**config.mk**
```make
export PLATFORM = sky130hd
export DESIGN_NAME = afifo_clear_ctrl
export DESIGN_NICKNAME = d
export VERILOG_FILES = /design/src/rtl/afifo_clear_pkg.sv /design/src/rtl/afifo_clear_ctrl.sv
export SDC_FILE = /design/constraint.sdc
export NUM_CORES = 1
export LEC_CHECK = 0
export ABC_AREA = 1
export BUFFER_PORTS_ARGS = -buffer_cell sky130_fd_sc_hd__buf_4
export CORE_ASPECT_RATIO = 0.7
export CORE_MARGIN = 2
export CORE_UTILIZATION = 51
export CTS_CLUSTER_DIAMETER = 80
export DETAILED_ROUTE_END_ITERATION = 12
export PLACE_DENSITY_LB_ADDON = 0.3
export SYNTH_ARGS = -nofsm -noshare
export SYNTH_HDL_FRONTEND = slang
export SYNTH_SLANG_ARGS = --single-unit
```
**constraint.sdc**
```tcl
create_clock -name main_clk -period 2.1 [get_ports main_clk]
set_input_delay 0.315 -clock main_clk [delete_from_list [all_inputs] [get_ports main_clk]]
set_output_delay 0.315 -clock main_clk [all_outputs]
set_load 0.02 [all_outputs]
```
**src/rtl/afifo_clear_pkg.sv**
```systemverilog
// Shared definitions for the AFIFO synchronous-clear initiator:
// handshake state encoding and the default cycle-counter width.
package afifo_clear_pkg;

    localparam int CLR_CNT_WIDTH = 16;

    typedef enum logic [1:0] {
        ST_IDLE      = 2'd0,
        ST_ASSERT    = 2'd1,
        ST_WAIT_ACK  = 2'd2,
        ST_WAIT_NACK = 2'd3
    } clr_state_e;

endpackage

```
**src/rtl/afifo_clear_ctrl.sv**
```systemverilog
// Initiator side of the AFIFO clear handshake: turns clear commands into a
// held request level, runs req/ack four-phase with timeouts, gates FIFO access.
module afifo_clear_ctrl
    import afifo_clear_pkg::*;
#(
    parameter int MIN_HOLD_CYCLES = 8,
    parameter int TIMEOUT_CYCLES  = 1024,
    parameter int CNT_WIDTH       = CLR_CNT_WIDTH
) (
    input  logic main_clk,
    input  logic main_rst_n,
    input  logic clear_start,
    input  logic err_clr,
    input  logic sync_clear_ack,
    output logic sync_clear_req,
    output logic clear_busy,
    output logic block_access,
    output logic clear_pending,
    output logic clear_done,
    output logic clear_timeout
);

    localparam logic [CNT_WIDTH-1:0] MIN_C   = CNT_WIDTH'(MIN_HOLD_CYCLES);
    localparam logic [CNT_WIDTH-1:0] TO_C    = CNT_WIDTH'(TIMEOUT_CYCLES);
    localparam logic [CNT_WIDTH-1:0] CNT_ONE = CNT_WIDTH'(1);

    clr_state_e           r_state, w_state_nxt;
    logic [CNT_WIDTH-1:0] r_cnt, w_cnt_nxt;
    logic                 r_start;
    logic                 r_fail, w_fail_nxt;
    logic                 r_req, w_req_nxt;
    logic                 r_busy;
    logic                 r_pend, w_pend_nxt;
    logic                 r_done, w_done_nxt;
    logic                 r_timeout, w_timeout_nxt;
    logic                 w_to_set;

    // Command capture; the FSM acts on the registered command one cycle later.
    always_ff @(posedge main_clk or negedge main_rst_n) begin
        if (!main_rst_n) begin
            r_start <= 1'b0;
        end else begin
            r_start <= clear_start;
        end
    end

    // Next-state, counter, request and status decode.
    always_comb begin
        w_state_nxt = r_state;
        w_cnt_nxt   = r_cnt;
        w_req_nxt   = r_req;
        w_pend_nxt  = r_pend;
        w_fail_nxt  = r_fail;
        w_done_nxt  = 1'b0;
        w_to_set    = 1'b0;
        case (r_state)
            ST_IDLE: begin
                w_req_nxt = 1'b0;
                // A stale ack from a previous clear must drain before a new request.
                if ((r_start || r_pend) && !sync_clear_ack) begin
                    w_state_nxt = ST_ASSERT;
                    w_req_nxt   = 1'b1;
                    w_pend_nxt  = 1'b0;
                    w_fail_nxt  = 1'b0;
                    w_cnt_nxt   = CNT_ONE;
                end else if (r_start) begin
                    w_pend_nxt = 1'b1;
                end else begin
                    w_pend_nxt = r_pend;
                end
            end
            ST_ASSERT: begin
                w_pend_nxt = r_pend | r_start;
                w_cnt_nxt  = r_cnt + CNT_ONE;
                if (r_cnt == MIN_C) begin
                    if (sync_clear_ack) begin
                        w_state_nxt = ST_WAIT_NACK;
                        w_req_nxt   = 1'b0;
                        w_cnt_nxt   = CNT_ONE;
                    end else begin
                        w_state_nxt = ST_WAIT_ACK;
                    end
                end else begin
                    w_state_nxt = ST_ASSERT;
                end
            end
            ST_WAIT_ACK: begin
                w_pend_nxt = r_pend | r_start;
                w_cnt_nxt  = r_cnt + CNT_ONE;
                if (sync_clear_ack) begin
                    w_state_nxt = ST_WAIT_NACK;
                    w_req_nxt   = 1'b0;
                    w_cnt_nxt   = CNT_ONE;
                end else if (r_cnt == TO_C) begin
                    w_state_nxt = ST_WAIT_NACK;
                    w_req_nxt   = 1'b0;
                    w_fail_nxt  = 1'b1;
                    w_cnt_nxt   = CNT_ONE;
                end else begin
                    w_state_nxt = ST_WAIT_ACK;
                end
            end
            ST_WAIT_NACK: begin
                w_pend_nxt = r_pend | r_start;
                w_req_nxt  = 1'b0;
                w_cnt_nxt  = r_cnt + CNT_ONE;
                if (!sync_clear_ack) begin
                    w_state_nxt = ST_IDLE;
                    w_to_set    = r_fail;
                    w_done_nxt  = ~r_fail;
                end else if (r_cnt == TO_C) begin
                    w_state_nxt = ST_IDLE;
                    w_fail_nxt  = 1'b1;
                    w_to_set    = 1'b1;
                end else begin
                    w_state_nxt = ST_WAIT_NACK;
                end
            end
            default: begin
                w_state_nxt = ST_IDLE;
                w_req_nxt   = 1'b0;
            end
        endcase

        // Setting the sticky flag takes priority over clearing it.
        if (w_to_set) begin
            w_timeout_nxt = 1'b1;
        end else if (err_clr) begin
            w_timeout_nxt = 1'b0;
        end else begin
            w_timeout_nxt = r_timeout;
        end
    end

    // State, counter and registered outputs.
    always_ff @(posedge main_clk or negedge main_rst_n) begin
        if (!main_rst_n) begin
            r_state   <= ST_IDLE;
            r_cnt     <= '0;
            r_fail    <= 1'b0;
            r_req     <= 1'b0;
            r_busy    <= 1'b0;
            r_pend    <= 1'b0;
            r_done    <= 1'b0;
            r_timeout <= 1'b0;
        end else begin
            r_state   <= w_state_nxt;
            r_cnt     <= w_cnt_nxt;
            r_fail    <= w_fail_nxt;
            r_req     <= w_req_nxt;
            r_busy    <= (w_state_nxt != ST_IDLE);
            r_pend    <= w_pend_nxt;
            r_done    <= w_done_nxt;
            r_timeout <= w_timeout_nxt;
        end
    end

    assign sync_clear_req = r_req;
    assign clear_busy     = r_busy;
    assign block_access   = r_busy;
    assign clear_pending  = r_pend;
    assign clear_done     = r_done;
    assign clear_timeout  = r_timeout;

endmodule
```
### Word level (Yosys, flattened, before mapping)

Index checks and enable logic that the tools add are counted.

* add/subtract/negate cells: 1
* eq/ne operators: 12
* muxes and demuxes: 35
* bitwise operators: 2
* reductions and logical operators: 10

Operator list (count)
* 16-bit two-way mux: 5
* 16-bit case mux with 4 select lines: 1
* 1-bit two-way mux: 21
* 16-bit by 1-bit adder with 16-bit output, second input constant: 1
* 16-bit by 11-bit equality test with 1-bit output, second input constant: 1
* 16-bit by 4-bit equality test with 1-bit output, second input constant: 1
* 2-bit inequality test, second input constant: 5
* 2-bit two-way mux: 4
* 2-bit case mux with 4 select lines: 1
* 3-bit inequality test, second input constant: 2
* 2-bit equality test, second input constant: 2
* 1-bit case mux with 4 select lines: 1
* 4-bit AND reduction: 1
* 2-bit nonzero test: 2
* 1-bit case mux with 3 select lines: 1
* 3-bit AND reduction: 1
* 3-bit nonzero test: 1
* 3-bit OR reduction: 1
* 2-bit by 1-bit equality test with 1-bit output, second input constant: 1
* 2-bit logical NOT: 1
* 1-bit case mux with 2 select lines: 1
* 1-bit logical AND: 1
* 1-bit logical NOT: 1
* 1-bit logical OR: 1
* 2 further kinds: 2

* register bits: 25
* output and inout bits: 6
* logic and storage cells: 69

### Depth between registers and ports, before layout

* depth in word-level cells: 5
* gate-level depth with buffers: 10

### Worst setup path after synthesis

Ideal clock, no wire load.

* path type: reg2reg
* from: register r_cnt[0]
* to: register r_cnt[11]
* setup time: 0.116 ns
* arrival: 1.444 ns
* data required time: 1.984 ns
* setup slack: 0.540 ns
* cell stages (with the launch flop): 11
* cell sequence: dfrtp_1 > inv_1 > ha_1 > nand3_1 > nor2_4 > nand2_2 > o21ai_2 > nand3_2 > buf_6 > nand2_1 > nand2_1

* word-level cells in the longest chain between the ends: 4
* elaborated cells between the ends (all ways): 8
* those cells by class: add/sub (1); eq/ne (2); mux (5)

Ends and longest elaborated chain
* start, declared: RTL line afifo_clear_ctrl.sv:28 `logic [CNT_WIDTH-1:0] r_cnt, w_cnt_nxt;`
* start signal, assigned: RTL line afifo_clear_ctrl.sv:148 `r_cnt <= w_cnt_nxt;`
* 16-bit by 1-bit adder with 16-bit output / 16-bit by 11-bit equality test with 1-bit output (equally long branches)
* 16-bit two-way mux (on tied branches): RTL line afifo_clear_ctrl.sv:94, afifo_clear_ctrl.sv:76
* 16-bit two-way mux (on tied branches): RTL line afifo_clear_ctrl.sv:90, afifo_clear_ctrl.sv:75
* 16-bit case mux with 4 select lines *: RTL line afifo_clear_ctrl.sv:56 `case (r_state)`

Every way passes the cells marked *; elsewhere a longest branch is shown, timed or not.
A chain may end at the register's enable or synchronous reset.

### Final worst setup path

* from: register r_cnt[0]
* to: register r_cnt[10]

Same word-level chain as after synthesis.

==> flow_summary_export.csv <==
group,metric,value,unit
status,status,"complete, no violations",
setup_path,r2r_end,"r_cnt[10]",
finish,final_cell_mix,"65 x nand2_1, 25 x dfrtp_1, 24 x inv_1, 21 x nor2_1, 15 x o21ai_0",
synth,synth_area,0.00161,sq mm
synth,syn_area_per_cell,7.29,sq um
sta,max_slew_margin,74.3,%
detailed_routing,final_antenna_net_count,0,
finish,seqCellArea,626,sq um
pwr,vdd_drop_max,641,uV
sta,fin_setup_tns,0,ps
synth,synth-main-ff-cell,"dfrtp_1",
finish,insertedDiodeCount,0,
placement,portBuffers,10,
synth,syn_nets,232,
sta,hold_viol_final,0,
clocking,cts.htree.levels,1,
setup_path,worstPathRequired,2250,ps
detailed_routing,dr.pass1.iters,4,
clocking,post_cts_buffers,0,
clocking,clockRootBuffer,"clkbuf_8",
pwr,power_density,919,mW/mm^2
sta,min_period_over_period,89.6,%
setup_path,r2r_slack,220,ps
grt,grtUsageTotal,21.8,%
sta,clock_skew,3.28,ps
setup_path,reg2reg_from,"r_cnt[0]",
synth,async_reset_ff_share,100,%
setup_path,cp-end-kind,"flop",
sta,grt_setup_unrepaired,"false",
placement,dp_hpwl,2.48,mm
setup_path,crit_fanout,15,
clocking,hold_buffers,1,
finish,fillers,302,
clocking,cts.clk_slew.worst_paths,90,ps
sta,post-route-min-period,1880,ps
flow_run,drv_cap,0,
finish,layout-drive-gt1-share,17.1,%
finish,syn_to_final_growth,10.4,%
finish,multi_input_area,852,sq um
finish,layout_commonest_cell,"nand2_1",
floorplan,die_height,51.0,um
floorplan,core,0.00308,sq mm
synth,synthCells,221,
floorplan,num_io_pins,11,
setup_path,r2r_cells,9,
sta,max_freq,532,MHz
floorplan,fp.dieW,71.2,um
synth,yosysSeqAreaShare,38.8,%
detailed_routing,vias,1425,
setup_path,worstPathArrival,2030,ps
min_path,hold_path_end,"r_start",
detailed_routing,wirelength,3.46,mm
setup_path,path_class,"reg -> reg",
placement,gp_congestion,0.838,
min_path,worstHoldStart,"clear_start",
pwr,leakage,0.894,nW
synth,yosys_register_bits,25,
sta,setup_viol,0,
grt,grt_max_degree,26,
sta,whs,143,ps
clocking,cts_tree,"built",
clocking,cts_inserted_buffers,3,
synth,yosysUniqueCellTypes,27,
min_path,holdCritPathClass,"in -> reg",
detailed_routing,drc,0,
synth,synth_edf_count,0,
floorplan,fp.dieArea,0.00363,sq mm
setup_path,setup.worst_path.start_class,"flop",
floorplan,start_util,52.3,%
grt,grt_pass1_vias,1331,
finish,final_net_count,246,
grt,grt_pass1_wl,6.20,mm
clocking,clkLatencyLatePin,270,ps
grt,antenna_found_initial,0,
sta,slew_viol_final,0,
sta,tightest_slew,382,ps
clocking,clock_sinks,25,
grt,overflow,0,
clocking,cts_buffer_depth,2,
detailed_routing,routed_via_density,5.24,
min_path,hold_depth,1,
synth,ys_warn_count,0,
clocking,cts_resized,0,
detailed_routing,routedWlPerCell,12.7,um
detailed_routing,drt-initial-drc-count,89,
floorplan,rows,17,
how the worst max path moves through the flow:
stage,startpoint,end,slack [ps]
floorplan,r_cnt[0],r_cnt[11],540
global placement,r_cnt[0],r_cnt[9],290
detailed placement,r_cnt[0],r_cnt[10],240
CTS,r_cnt[0],r_cnt[10],210
global route,r_cnt[0],r_cnt[10],50
finish,r_cnt[0],r_cnt[10],220
flip-flops by register name, indices dropped and copies added, names as in the netlist:
| signal | count |
|---|---|
| block_access | 1 |
| clear_done | 1 |
| clear_pending | 1 |
| clear_timeout | 1 |
| r_cnt | 16 |
| r_fail | 1 |
| r_start | 1 |
| r_state | 2 |
| sync_clear_req | 1 |
per-stage QoR:
stage	total power, mW	instances	worst slack, ps	cell area [sq um]	util [%]
after floorplan	1.16	221	540	1610	-
after global placement	1.33	267	294	1720	55.9
after detailed placement	1.34	267	237	1720	55.9
after CTS	1.64	272	213	1780	57.7
after global routing	1.76	272	49.1	1780	57.7
final	1.63	272	219	1780	57.7
cells in the mapped netlist, types with 2 or more instances:
| cell type | number | area [sq um] |
|---|---|---|
| nand2_1 | 65 | 244 |
| dfrtp_1 | 25 | 626 |
| inv_1 | 24 | 90.1 |
| nor2_1 | 21 | 78.8 |
| o21ai_0 | 15 | 75.1 |
| nand3_1 | 12 | 60.1 |
| a21oi_1 | 11 | 55.1 |
| nand3_2 | 9 | 90.1 |
| ha_1 | 6 | 75.1 |
| nor3_1 | 4 | 20.0 |
| a31oi_1 | 3 | 18.8 |
| inv_2 | 3 | 11.3 |
| nand2_2 | 3 | 18.8 |
| nor2_2 | 3 | 18.8 |
| buf_2 | 2 | 10.0 |
| nor2_4 | 2 | 22.5 |
| o21bai_1 | 2 | 15.0 |
| or2_2 | 2 | 12.5 |
layer usage:
metal / vias up / wire [um] / global-route usage [%]
li1: 731 / - / -
met3: 2 / 165 / 5.13
met1: 662 / 1770 / 31.1
met2: 30 / 1500 / 33.6
met4: 0 / 21 / 5.03
met5: - / 0 / 0
where the power goes:
part / switching (mW) / total, mW / leakage, nW / internal [mW]
clock: 0.156 / 0.292 / 0.0228 / 0.136
combinational: 0.462 / 0.715 / 0.542 / 0.252
sequential: 0.0712 / 0.628 / 0.329 / 0.557
total: 0.689 / 1.63 / 0.894 / 0.945
kinds of logic after synthesis:
kind of cell | Yosys count | synth area share (%)
xor+xnor | 1 | 0.544
fa+ha+maj | 6 | 4.66
simple gates | 122 | 35.7
compound gates | 35 | 12.0
buf+inv | 32 | 8.31
flops | 25 | 38.8
critical path: stages, from the launching register on:
cell,delay (ps)
dfrtp_1,450
inv_1,80
ha_1,160
nand3_1,120
nor2_4,150
nand2_2,70
o21ai_2,140
nand3_2,330
nand2_1,150
o21ai_0,100
layout make-up:
type                    instances  area share, %
inverters                      27           5.70
clock buffers                   4           2.53
multi-input cells             164           47.9
well taps                      38           2.67
flip-flops and latches         25           35.2
repair buffers                 14           6.05
No activity file was read; power rests on OpenSTA's default activity.
